**src/rtl/run_controller_if.sv**
```systemverilog
// Control and status bundle between the run controller and its host/core.
// The host drives requests and core status; the controller drives PC load and run status.
interface run_controller_if #(
  parameter int NUM_PROGS = 4,
  parameter int ADDR_W    = 10,
  parameter int CNT_W     = 16
);
  localparam int SEL_W = (NUM_PROGS > 1) ? $clog2(NUM_PROGS) : 1;

  logic              start;
  logic [SEL_W-1:0]  prog_sel;
  logic              entry_we;
  logic [SEL_W-1:0]  entry_idx;
  logic [ADDR_W-1:0] entry_addr;
  logic              halt_in;
  logic              stall;
  logic [ADDR_W-1:0] start_addr;
  logic              core_load;
  logic              run;
  logic              done;
  logic              timeout_err;
  logic [CNT_W-1:0]  instr_count;
  logic [CNT_W-1:0]  cycle_count;

  modport master (
    output start, prog_sel, entry_we, entry_idx, entry_addr, halt_in, stall,
    input  start_addr, core_load, run, done, timeout_err, instr_count, cycle_count
  );

  modport slave (
    input  start, prog_sel, entry_we, entry_idx, entry_addr, halt_in, stall,
    output start_addr, core_load, run, done, timeout_err, instr_count, cycle_count
  );
endinterface

```
**src/rtl/run_controller.sv**
```systemverilog
// Program-run sequencer: picks an entry address, loads the PC, gates execution,
// counts retired instructions and RUN cycles, and ends on halt or watchdog timeout.
//
// state  | meaning
// IDLE   | no run since reset; table writable, waiting for start
// LOAD   | one-cycle PC load strobe to the fetch unit
// RUN    | core executing; counters advance, halt/watchdog checked
// DONE   | run finished; results frozen, table writable, restart allowed
module run_controller #(
  parameter int NUM_PROGS = 4,
  parameter int ADDR_W    = 10,
  parameter int CNT_W     = 16,
  parameter int TIMEOUT   = 0
) (
  input  logic        clk,
  input  logic        rst_n,
  run_controller_if.slave bus
);
  localparam int SEL_W = (NUM_PROGS > 1) ? $clog2(NUM_PROGS) : 1;
  localparam logic [CNT_W-1:0] WD_LAST = CNT_W'(TIMEOUT - 1);

  typedef enum logic [1:0] {S_IDLE, S_LOAD, S_RUN, S_DONE} state_t;

  state_t            state_q, state_d;
  logic [ADDR_W-1:0] start_addr_q, start_addr_d;
  logic [CNT_W-1:0]  instr_count_q, instr_count_d;
  logic [CNT_W-1:0]  cycle_count_q, cycle_count_d;
  logic              timeout_err_q, timeout_err_d;
  logic [ADDR_W-1:0] table_q [NUM_PROGS];
  logic [ADDR_W-1:0] table_d [NUM_PROGS];
  logic [ADDR_W-1:0] sel_addr;
  logic              halt_ok;
  logic              wd_hit;

  // Out-of-range selections fall back to entry 0.
  always_comb begin
    sel_addr = table_q[0];
    for (int i = 0; i < NUM_PROGS; i++) begin
      if (bus.prog_sel == SEL_W'(i)) sel_addr = table_q[i];
    end
  end

  always_comb begin
    state_d       = state_q;
    start_addr_d  = start_addr_q;
    instr_count_d = instr_count_q;
    cycle_count_d = cycle_count_q;
    timeout_err_d = timeout_err_q;
    table_d       = table_q;
    halt_ok       = bus.halt_in && !bus.stall;
    wd_hit        = (TIMEOUT != 0) && (cycle_count_q == WD_LAST);

    case (state_q)
      S_IDLE, S_DONE: begin
        // start samples table_q, so a same-edge write is seen only by later runs.
        if (bus.entry_we) begin
          for (int i = 0; i < NUM_PROGS; i++) begin
            if (bus.entry_idx == SEL_W'(i)) table_d[i] = bus.entry_addr;
          end
        end
        if (bus.start) begin
          state_d       = S_LOAD;
          start_addr_d  = sel_addr;
          instr_count_d = '0;
          cycle_count_d = '0;
          timeout_err_d = 1'b0;
        end
      end
      S_LOAD: state_d = S_RUN;
      S_RUN: begin
        if (cycle_count_q != '1) cycle_count_d = cycle_count_q + 1'b1;
        if (!bus.stall && instr_count_q != '1) instr_count_d = instr_count_q + 1'b1;
        if (halt_ok) begin
          state_d = S_DONE;
        end else if (wd_hit) begin
          state_d       = S_DONE;
          timeout_err_d = 1'b1;
        end
      end
      default: state_d = S_IDLE;
    endcase
  end

  always_ff @(posedge clk) begin
    if (!rst_n) begin
      state_q       <= S_IDLE;
      start_addr_q  <= '0;
      instr_count_q <= '0;
      cycle_count_q <= '0;
      timeout_err_q <= 1'b0;
      for (int i = 0; i < NUM_PROGS; i++) table_q[i] <= '0;
    end else begin
      state_q       <= state_d;
      start_addr_q  <= start_addr_d;
      instr_count_q <= instr_count_d;
      cycle_count_q <= cycle_count_d;
      timeout_err_q <= timeout_err_d;
      table_q       <= table_d;
    end
  end

  assign bus.start_addr  = start_addr_q;
  assign bus.core_load   = (state_q == S_LOAD);
  assign bus.run         = (state_q == S_RUN);
  assign bus.done        = (state_q == S_DONE);
  assign bus.timeout_err = timeout_err_q;
  assign bus.instr_count = instr_count_q;
  assign bus.cycle_count = cycle_count_q;
endmodule

```
**src/flat_wrapper.sv**
```systemverilog
// flat-port wrapper written by rule: the top's interface ports become plain ports
module run_controller_flat 
#(
  parameter int NUM_PROGS = 4,
  parameter int ADDR_W    = 10,
  parameter int CNT_W     = 16,
  parameter int TIMEOUT   = 0
)
  (clk, rst_n, bus_start, bus_prog_sel, bus_entry_we, bus_entry_idx, bus_entry_addr, bus_halt_in, bus_stall, bus_start_addr, bus_core_load, bus_run, bus_done, bus_timeout_err, bus_instr_count, bus_cycle_count);
  run_controller_if #(.NUM_PROGS(NUM_PROGS), .ADDR_W(ADDR_W), .CNT_W(CNT_W)) bus_i ();
  input  logic clk;
  input  logic rst_n;
  input wire logic [$bits(bus_i.start)-1:0] bus_start;
  input wire logic [$bits(bus_i.prog_sel)-1:0] bus_prog_sel;
  input wire logic [$bits(bus_i.entry_we)-1:0] bus_entry_we;
  input wire logic [$bits(bus_i.entry_idx)-1:0] bus_entry_idx;
  input wire logic [$bits(bus_i.entry_addr)-1:0] bus_entry_addr;
  input wire logic [$bits(bus_i.halt_in)-1:0] bus_halt_in;
  input wire logic [$bits(bus_i.stall)-1:0] bus_stall;
  output wire logic [$bits(bus_i.start_addr)-1:0] bus_start_addr;
  output wire logic [$bits(bus_i.core_load)-1:0] bus_core_load;
  output wire logic [$bits(bus_i.run)-1:0] bus_run;
  output wire logic [$bits(bus_i.done)-1:0] bus_done;
  output wire logic [$bits(bus_i.timeout_err)-1:0] bus_timeout_err;
  output wire logic [$bits(bus_i.instr_count)-1:0] bus_instr_count;
  output wire logic [$bits(bus_i.cycle_count)-1:0] bus_cycle_count;
  assign bus_i.start = bus_start;
  assign bus_i.prog_sel = bus_prog_sel;
  assign bus_i.entry_we = bus_entry_we;
  assign bus_i.entry_idx = bus_entry_idx;
  assign bus_i.entry_addr = bus_entry_addr;
  assign bus_i.halt_in = bus_halt_in;
  assign bus_i.stall = bus_stall;
  assign bus_start_addr = bus_i.start_addr;
  assign bus_core_load = bus_i.core_load;
  assign bus_run = bus_i.run;
  assign bus_done = bus_i.done;
  assign bus_timeout_err = bus_i.timeout_err;
  assign bus_instr_count = bus_i.instr_count;
  assign bus_cycle_count = bus_i.cycle_count;
  run_controller #(.NUM_PROGS(NUM_PROGS), .ADDR_W(ADDR_W), .CNT_W(CNT_W), .TIMEOUT(TIMEOUT)) u_core (.clk(clk), .rst_n(rst_n), .bus(bus_i));
endmodule
```
**config.mk**
```make
export PLATFORM = sky130hd
export DESIGN_NAME = run_controller_flat
export DESIGN_NICKNAME = d
export VERILOG_FILES = /design/src/rtl/run_controller_if.sv /design/src/rtl/run_controller.sv /design/src/flat_wrapper.sv
export SDC_FILE = /design/constraint.sdc
export NUM_CORES = 1
export LEC_CHECK = 0
export ABC_CLOCK_PERIOD_IN_PS = 1800
export CAP_MARGIN = 20
export CORE_ASPECT_RATIO = 1.2
export CORE_MARGIN = 1.5
export CORE_UTILIZATION = 32
export DETAILED_ROUTE_END_ITERATION = 16
export PLACE_DENSITY = 0.62
export SLEW_MARGIN = 20
export SYNTH_ARGS = -nofsm -noshare
export SYNTH_HDL_FRONTEND = slang
export SYNTH_SLANG_ARGS = --single-unit
```
**constraint.sdc**
```tcl
create_clock -name clk -period 1.8 [get_ports clk]
set_input_delay 0.36 -clock clk [delete_from_list [all_inputs] [get_ports clk]]
set_output_delay 0.36 -clock clk [all_outputs]
set_load 0.03 [all_outputs]
```
==> out/qor.yml, run 1 <==
outcome:
  status: "complete, no violations"
clocking:
  cts.root.buffer_cell: "clkbuf_16"
  clk_pin_slew_worst_paths_ns: 0.06
  htreeDepth: 3
  worstSkewPairLatency_ns: 0.34
  cts_tree: "done"
  cts_made_buffers: 9
  cts_sinks: 84
  cts_hold_buf: 0
  clock_path_buffers: 2
timing:
  finalCritPeriodShare: 0.9760
  skew_ns: 0.01020
  min_period_ns: 1.757
  tns_ns: 0
  setup_viol: 0
  rsz0062_at_grt: "yes"
  hold_viol: 0
  finalMaxSlewViolations: 0
  worst_slack_ns: 0.04320
  fmax_mhz: 569.2
power_and_ir_drop:
  clkPwrFrac: 0.321
  sw_frac_of_total: 0.3309
  ir_drop_v: 0.0005305
  power_frac_seq: 0.376
  power.switching_mw: 1.785
  internal_power_mw: 3.610
  powerDensity_nw_per_um2: 947.9
  power_leakage_nw: 2.179
  pwr-share-comb: 0.303
  p_total_mw: 5.395
setup_path:
  cpLargestDelayFamily: "buffers and inverters"
  path_class: "register to primary output"
  path_buf_inv: 1
  crit_chain: "clkdlybuf4s50_1"
  required_ns: 1.44
  cp_slowest_stage_delay_ns: 0.70
  startpoint_type: "register"
  critPathArrivalTime_ns: 1.40
  cp_max_fo: 3
  endpoint_kind: "primary output"
  critPathSlowestCell: "clkdlybuf4s50_1"
global_routing:
  overflow: 0
  grt_pass1_wl_mm: 18.31
  antenna_found_initial: 0
  grt_max_degree: 42
  grt_pass1_vias: 3866
  track_usage: 0.1855
place:
  place_ws_ns: -0.1889
  hpwl_mm: 8.261
  gp_congestion: 0.8640
  port_buffers: 64
logic_synthesis:
  synth_cell_types: 48
  async_flop_share: 0
  synth_top_cell_by_area: "dfxtp_1"
  ys_ff_latch: 84
  yosysTopAreaCellShare: 0.4342
  syn_avg_cell_area_um2: 8.034
  ys_warn_count: 0
  synth_edf_count: 0
  syn_inst: 482
  synth.area.top_cells: "dfxtp_1 43%, nand2_1 12%, a21oi_1 8.3%, mux4_2 5.8%, o21ai_0 3.1%"
  ys.flop_type: "dfxtp_1"
  syn_nets: 508
  synth_area_um2: 3872
  synth-seq-area-share: 0.4342
floorplan:
  rows: 43
  die_w_um: 103.4
  initial_core_util: 0.3317
  boundaryPins: 66
  die_y_um: 123.5
  core_um2: 11670
  dieArea_um2: 12770
drt:
  finalWirelength_mm: 11.38
  drc: 0
  num_vias: 3957
  drtIter0Drc: 178
  first_pass_iters: 4
  viasPerCell: 5.146
  ant_nets: 0
  wl_per_cell_um: 14.80
cells_and_area:
  utilization: 0.4875
  drive_above_1_share: 0.2516
  area_growth_pct: 46.98
  diodes: 0
  nets: 634
worst_hold_path:
  hold_path.class: "register to register"
run:
  cap_violations: 0
-- worst paths after layout --
| check | from | slack, ns | cells after the start | endpoint |
|---|---|---|---|---|
| setup / recovery | u_core.bus.instr_count[7]$_SDFFE_PN0P_ | 0.04 | 1 | bus_instr_count[7] |
| hold / removal | u_core.table_q[19]$_SDFFE_PN0P_ | 0.45 | 2 | u_core.table_q[19]$_SDFFE_PN0P_ |
| setup reg to reg | u_core.bus.instr_count[1]$_SDFFE_PN0P_ | 0.05 | 7 | u_core.bus.instr_count[4]$_SDFFE_PN0P_ |
| hold reg to reg | u_core.table_q[19]$_SDFFE_PN0P_ | 0.45 | 2 | u_core.table_q[19]$_SDFFE_PN0P_ |
-- layout by cell type, fill, tap and decap left out, drive strengths merged, types with 8 or more instances in the layout --
| master | Yosys | layout |
|---|---|---|
| o31ai | 8 | 8 |
| mux4 | 10 | 10 |
| clkdlybuf4s50 | 0 | 36 |
| buf | 11 | 75 |
| nand3 | 18 | 18 |
| dlygate4sd2 | 0 | 23 |
| inv | 15 | 19 |
| nor2 | 29 | 29 |
| o21ai | 28 | 28 |
| nand4 | 14 | 14 |
| dfxtp | 84 | 84 |
| clkbuf | 12 | 9 |
| nand2 | 120 | 120 |
| a21oi | 66 | 66 |
-- power by group through the flow --
stage	Clock [mW]	Combinational [mW]	Sequential [mW]
6_report	1.73	1.64	2.03
5_1_grt	1.83	1.80	2.04
4_1_cts	1.77	1.57	2.02
3_5_place_dp	0	1.57	2.06
3_3_place_gp	0	1.55	2.06
2_1_floorplan	0	0.861	2.09
-- kinds of logic after synthesis --
group | count (synthesis) | synth area share
xor+xnor | 3 | 0.006786
fa+ha+maj | 6 | 0.01939
mux | 11 | 0.06074
flops | 84 | 0.4342
other cells | 1 | 0.0009684
buf+inv | 38 | 0.04039
simple gates | 214 | 0.2481
compound gates | 125 | 0.1893
-- area by class of cell --
cell class	count	area [um^2]
Clock buffer	9	225.2
Clock inverter	6	46.29
Fill cell	1151	5983
Inverter	15	56.30
Multi-Input combinational cell	360	2185
Sequential cell	84	1725
Tap cell	157	196.4
Timing Repair Buffer	138	1257
-- synthesized netlist by cell type, drive strengths merged, types with 3 or more instances --
cell	number
mux4	10
nand2	120
nand4	14
nor3	5
nor2	29
or4	4
nand3	18
buf	11
and2	5
nor4	7
inv	15
or3	5
clkbuf	12
dfxtp	84
a31oi	7
o41ai	3
o21ai	28
ha	6
a21oi	66
o31ai	8
o221a	3
-- metal layers --
layer | vias up | share of wire | GRT usage
li1 | 1965 | - | -
met1 | 1877 | 0.41 | 0.2112
met2 | 101 | 0.53 | 0.3427
met3 | 14 | 0.046 | 0.03335
met4 | 0 | 0.014 | 0.06250
met5 | - | 0 | 0
-- metrics by stage --
| step | cells | cell area (um^2) | hold WS, ns |
|---|---|---|---|
| floorplan | 482 | 3965 | 0.4331 |
| global placement | 751 | 5285 | 0.4386 |
| detailed placement | 751 | 5285 | 0.4474 |
| CTS | 766 | 5542 | 0.4555 |
| global route | 769 | 5692 | 0.4768 |
| finish | 769 | 5692 | 0.4535 |
-- timing repair --
item                       in CTS  in global routing
pin swaps                       2                 14
resized for setup              26                 35
setup endpoints to repair      35                 32
cloned                          0                  0
buffers inserted                0                  4
-- sequential cells by signal (all words and copies together), names as in the netlist --
register,cells
u_core.table_q,40
u_core.state_q,2
u_core.bus.start_addr,10
u_core.bus.instr_count,16
u_core.bus.cycle_count,16
(Power assumes the default switching activity.)
==> run 2: changes to the inputs <==
Settings changed: ABC_CLOCK_PERIOD_IN_PS 1800 to 1600.
Clock period 1.8 ns to 1.6 ns, I/O delays scaled along.
==> run 2 against run 1 <==
  * The run now ends with setup timing left
  * Power is 22% higher
  * Final cell count is 3.6% higher
  * Hold slack worse by 0.0019 ns
  * Clock power is 23% higher
  * Via count is 2.5% higher
  * Largest power group unchanged
  * Clock-buffer cell count is 2 higher
  * Combinational power is 33% higher
  * First-iteration DRC count is 16% lower
  * Clock skew is 0.0033 ns lower
  * Critical path depth is 6 higher
  * Design area is 6.9% higher
==> out/qor.yml, run 2 (synthesis results as in run 1) <==
setup_path:
  reg2reg_depth: 7
  r2r_slack_ns: -0.17
  rr_endpoint: "u_core.bus.cycle_count[3]$_SDFFE_PN0P_"
  r2r-start: "u_core.bus.cycle_count[0]$_SDFFE_PN0P_"
  critPathSlowestCell: "or4_4"
  path_class: "register to register"
  cp_slowest_stage_delay_ns: 0.56
  critPathArrivalTime_ns: 1.99
  startpoint_type: "register"
  crit_chain: "ha_4, nand3_2, or4_4, nand3_4, buf_12, nor2_1, o221a_2"
  required_ns: 1.83
  cp_max_fo: 4
  startpoint: "u_core.bus.cycle_count[0]$_SDFFE_PN0P_"
  endpoint_kind: "register"
floorplan:
  initial_core_util: 0.3317
  die_w_um: 103.4
  core_um2: 11670
  rows: 43
  dieArea_um2: 12770
  boundaryPins: 66
  die_y_um: 123.5
outcome:
  failed_checks: "setup timing"
  status: "finished with violations"
worst_hold_path:
  hold_path.class: "register to register"
  hold_end: "u_core.bus.start_addr[3]$_SDFFE_PN0P_"
  min_from: "u_core.bus.start_addr[3]$_SDFFE_PN0P_"
  holdPathStages: 2
drt:
  wl_per_cell_um: 15.08
  viasPerCell: 5.089
  num_vias: 4056
  drc: 0
  first_pass_iters: 4
  finalWirelength_mm: 12.02
  drtIter0Drc: 150
  ant_nets: 0
clocking:
  clock_path_buffers: 2
  worstSkewPairLatency_ns: 0.34
  cts_sinks: 84
  htreeDepth: 3
  cts.root.buffer_cell: "clkbuf_16"
  cts_made_buffers: 9
  cts_tree: "done"
  clk_pin_slew_worst_paths_ns: 0.06
timing:
  setup_viol: 29
  rsz0062_at_grt: "yes"
  whs_ns: 0.4516
  min_period_ns: 1.766
  finalMaxSlewViolations: 0
  worst_slack_ns: -0.1656
  fmax_mhz: 566.4
  tns_ns: -2.683
  skew_ns: 0.006941
  finalCritPeriodShare: 1.104
  hold_viol: 0
cells_and_area:
  final_cells: 797
  regMostFlops: "u_core.table_q"
  utilization: 0.5212
  diodes: 0
  nFillCells: 1119
  drive_above_1_share: 0.3266
  largest_reg_flops: 40
  final_area_um2: 6085
  final_cell_mix: "112 x nand2_1, 89 x buf_4, 58 x dfxtp_1"
  layout_commonest_cell: "nand2_1"
  area_growth_pct: 57.12
  nets: 661
global_routing:
  overflow: 0
  grt_max_degree: 50
  grt_pass1_vias: 4013
  use_met3: 0.04353
  use_met2: 0.3448
  antenna_found_initial: 0
  grt.met1_usage: 0.2284
  grt_pass1_wl_mm: 19.09
  grt-busiest-layer: "met2"
  track_usage: 0.1937
power_and_ir_drop:
  clkPwrFrac: 0.323
  power.switching_mw: 2.120
  pwr-share-comb: 0.332
  internal_power_mw: 4.445
  ir_drop_v: 0.0005117
  sw_frac_of_total: 0.3230
  power_leakage_nw: 2.398
  powerDensity_nw_per_um2: 1079
  power_frac_seq: 0.345
run:
  cap_violations: 0
place:
  dp_cells: 775
  gp_congestion: 0.8857
  port_buffers: 64
  place_area_um2: 5600
  hpwl_mm: 8.380
## run 2: routing by layer
metal | part of all wire | vias to the layer above
met4 | 0.016 | 0
met2 | 0.51 | 96
met1 | 0.43 | 1922
met5 | 0 | -
met3 | 0.037 | 14
li1 | - | 2024
## run 2: what timing repair did
item | in CTS | in global routing
buffers inserted | 4 | 0
endpoints found under the setup margin | 83 | 64
pin swaps | 21 | 12
hold buffers | 0 | 0
cloned | 1 | 1
resized for setup | 62 | 41
## run 2: worst max-delay path, delay by kind of cell (launching register included)
| kind | cells | cell delay [ns] |
|---|---|---|
| AOI/OAI and AO/OA | 1 | 0.25 |
| adders and majority gates | 1 | 0.15 |
| buffers and inverters | 1 | 0.11 |
| DFF | 1 | 0.37 |
| and+or+nand+nor | 4 | 0.77 |
## run 2: area by class of cell
cell class / count / area [um^2] / share of cell area
clock buffers: 11 / 242.7 / 0.03989
clock inverters: 5 / 58.81 / 0.009665
inverters: 15 / 56.30 / 0.009254
multi-input cells: 360 / 2308 / 0.3794
flip-flops and latches: 84 / 1747 / 0.2871
well taps: 157 / 196.4 / 0.03228
repair buffers: 165 / 1475 / 0.2424
## run 2: through the flow
| stage | power (mW) | setup slack, ns |
|---|---|---|
| 3_3_place_gp | 4.284 | -0.2952 |
| 5_1_grt | 6.877 | -0.2351 |
| 4_1_cts | 6.512 | -0.1469 |
| 2_1_floorplan | 3.428 | -0.2620 |
| 6_report | 6.565 | -0.1656 |
| 3_5_place_dp | 4.319 | -0.3127 |
## run 2: worst max path at each step
stage                                                   end  slack, ns  cells after the start
finish               u_core.bus.cycle_count[3]$_SDFFE_PN0P_      -0.17                      7
global placement     u_core.bus.instr_count[6]$_SDFFE_PN0P_      -0.30                      6
global route        u_core.bus.instr_count[15]$_SDFFE_PN0P_      -0.24                      8
floorplan           u_core.bus.instr_count[15]$_SDFFE_PN0P_      -0.26                      7
CTS                 u_core.bus.cycle_count[13]$_SDFFE_PN0P_      -0.15                      5
detailed placement  u_core.bus.cycle_count[13]$_SDFFE_PN0P_      -0.31                      6
## run 2: power groups by stage
stage / Clock [mW] / Sequential (mW) / Combinational (mW)
finish: 2.12 / 2.27 / 2.18
global route: 2.25 / 2.28 / 2.35
CTS: 2.16 / 2.27 / 2.08
detailed placement: 0 / 2.31 / 2.01
global placement: 0 / 2.30 / 1.98
floorplan: 0 / 2.35 / 1.08
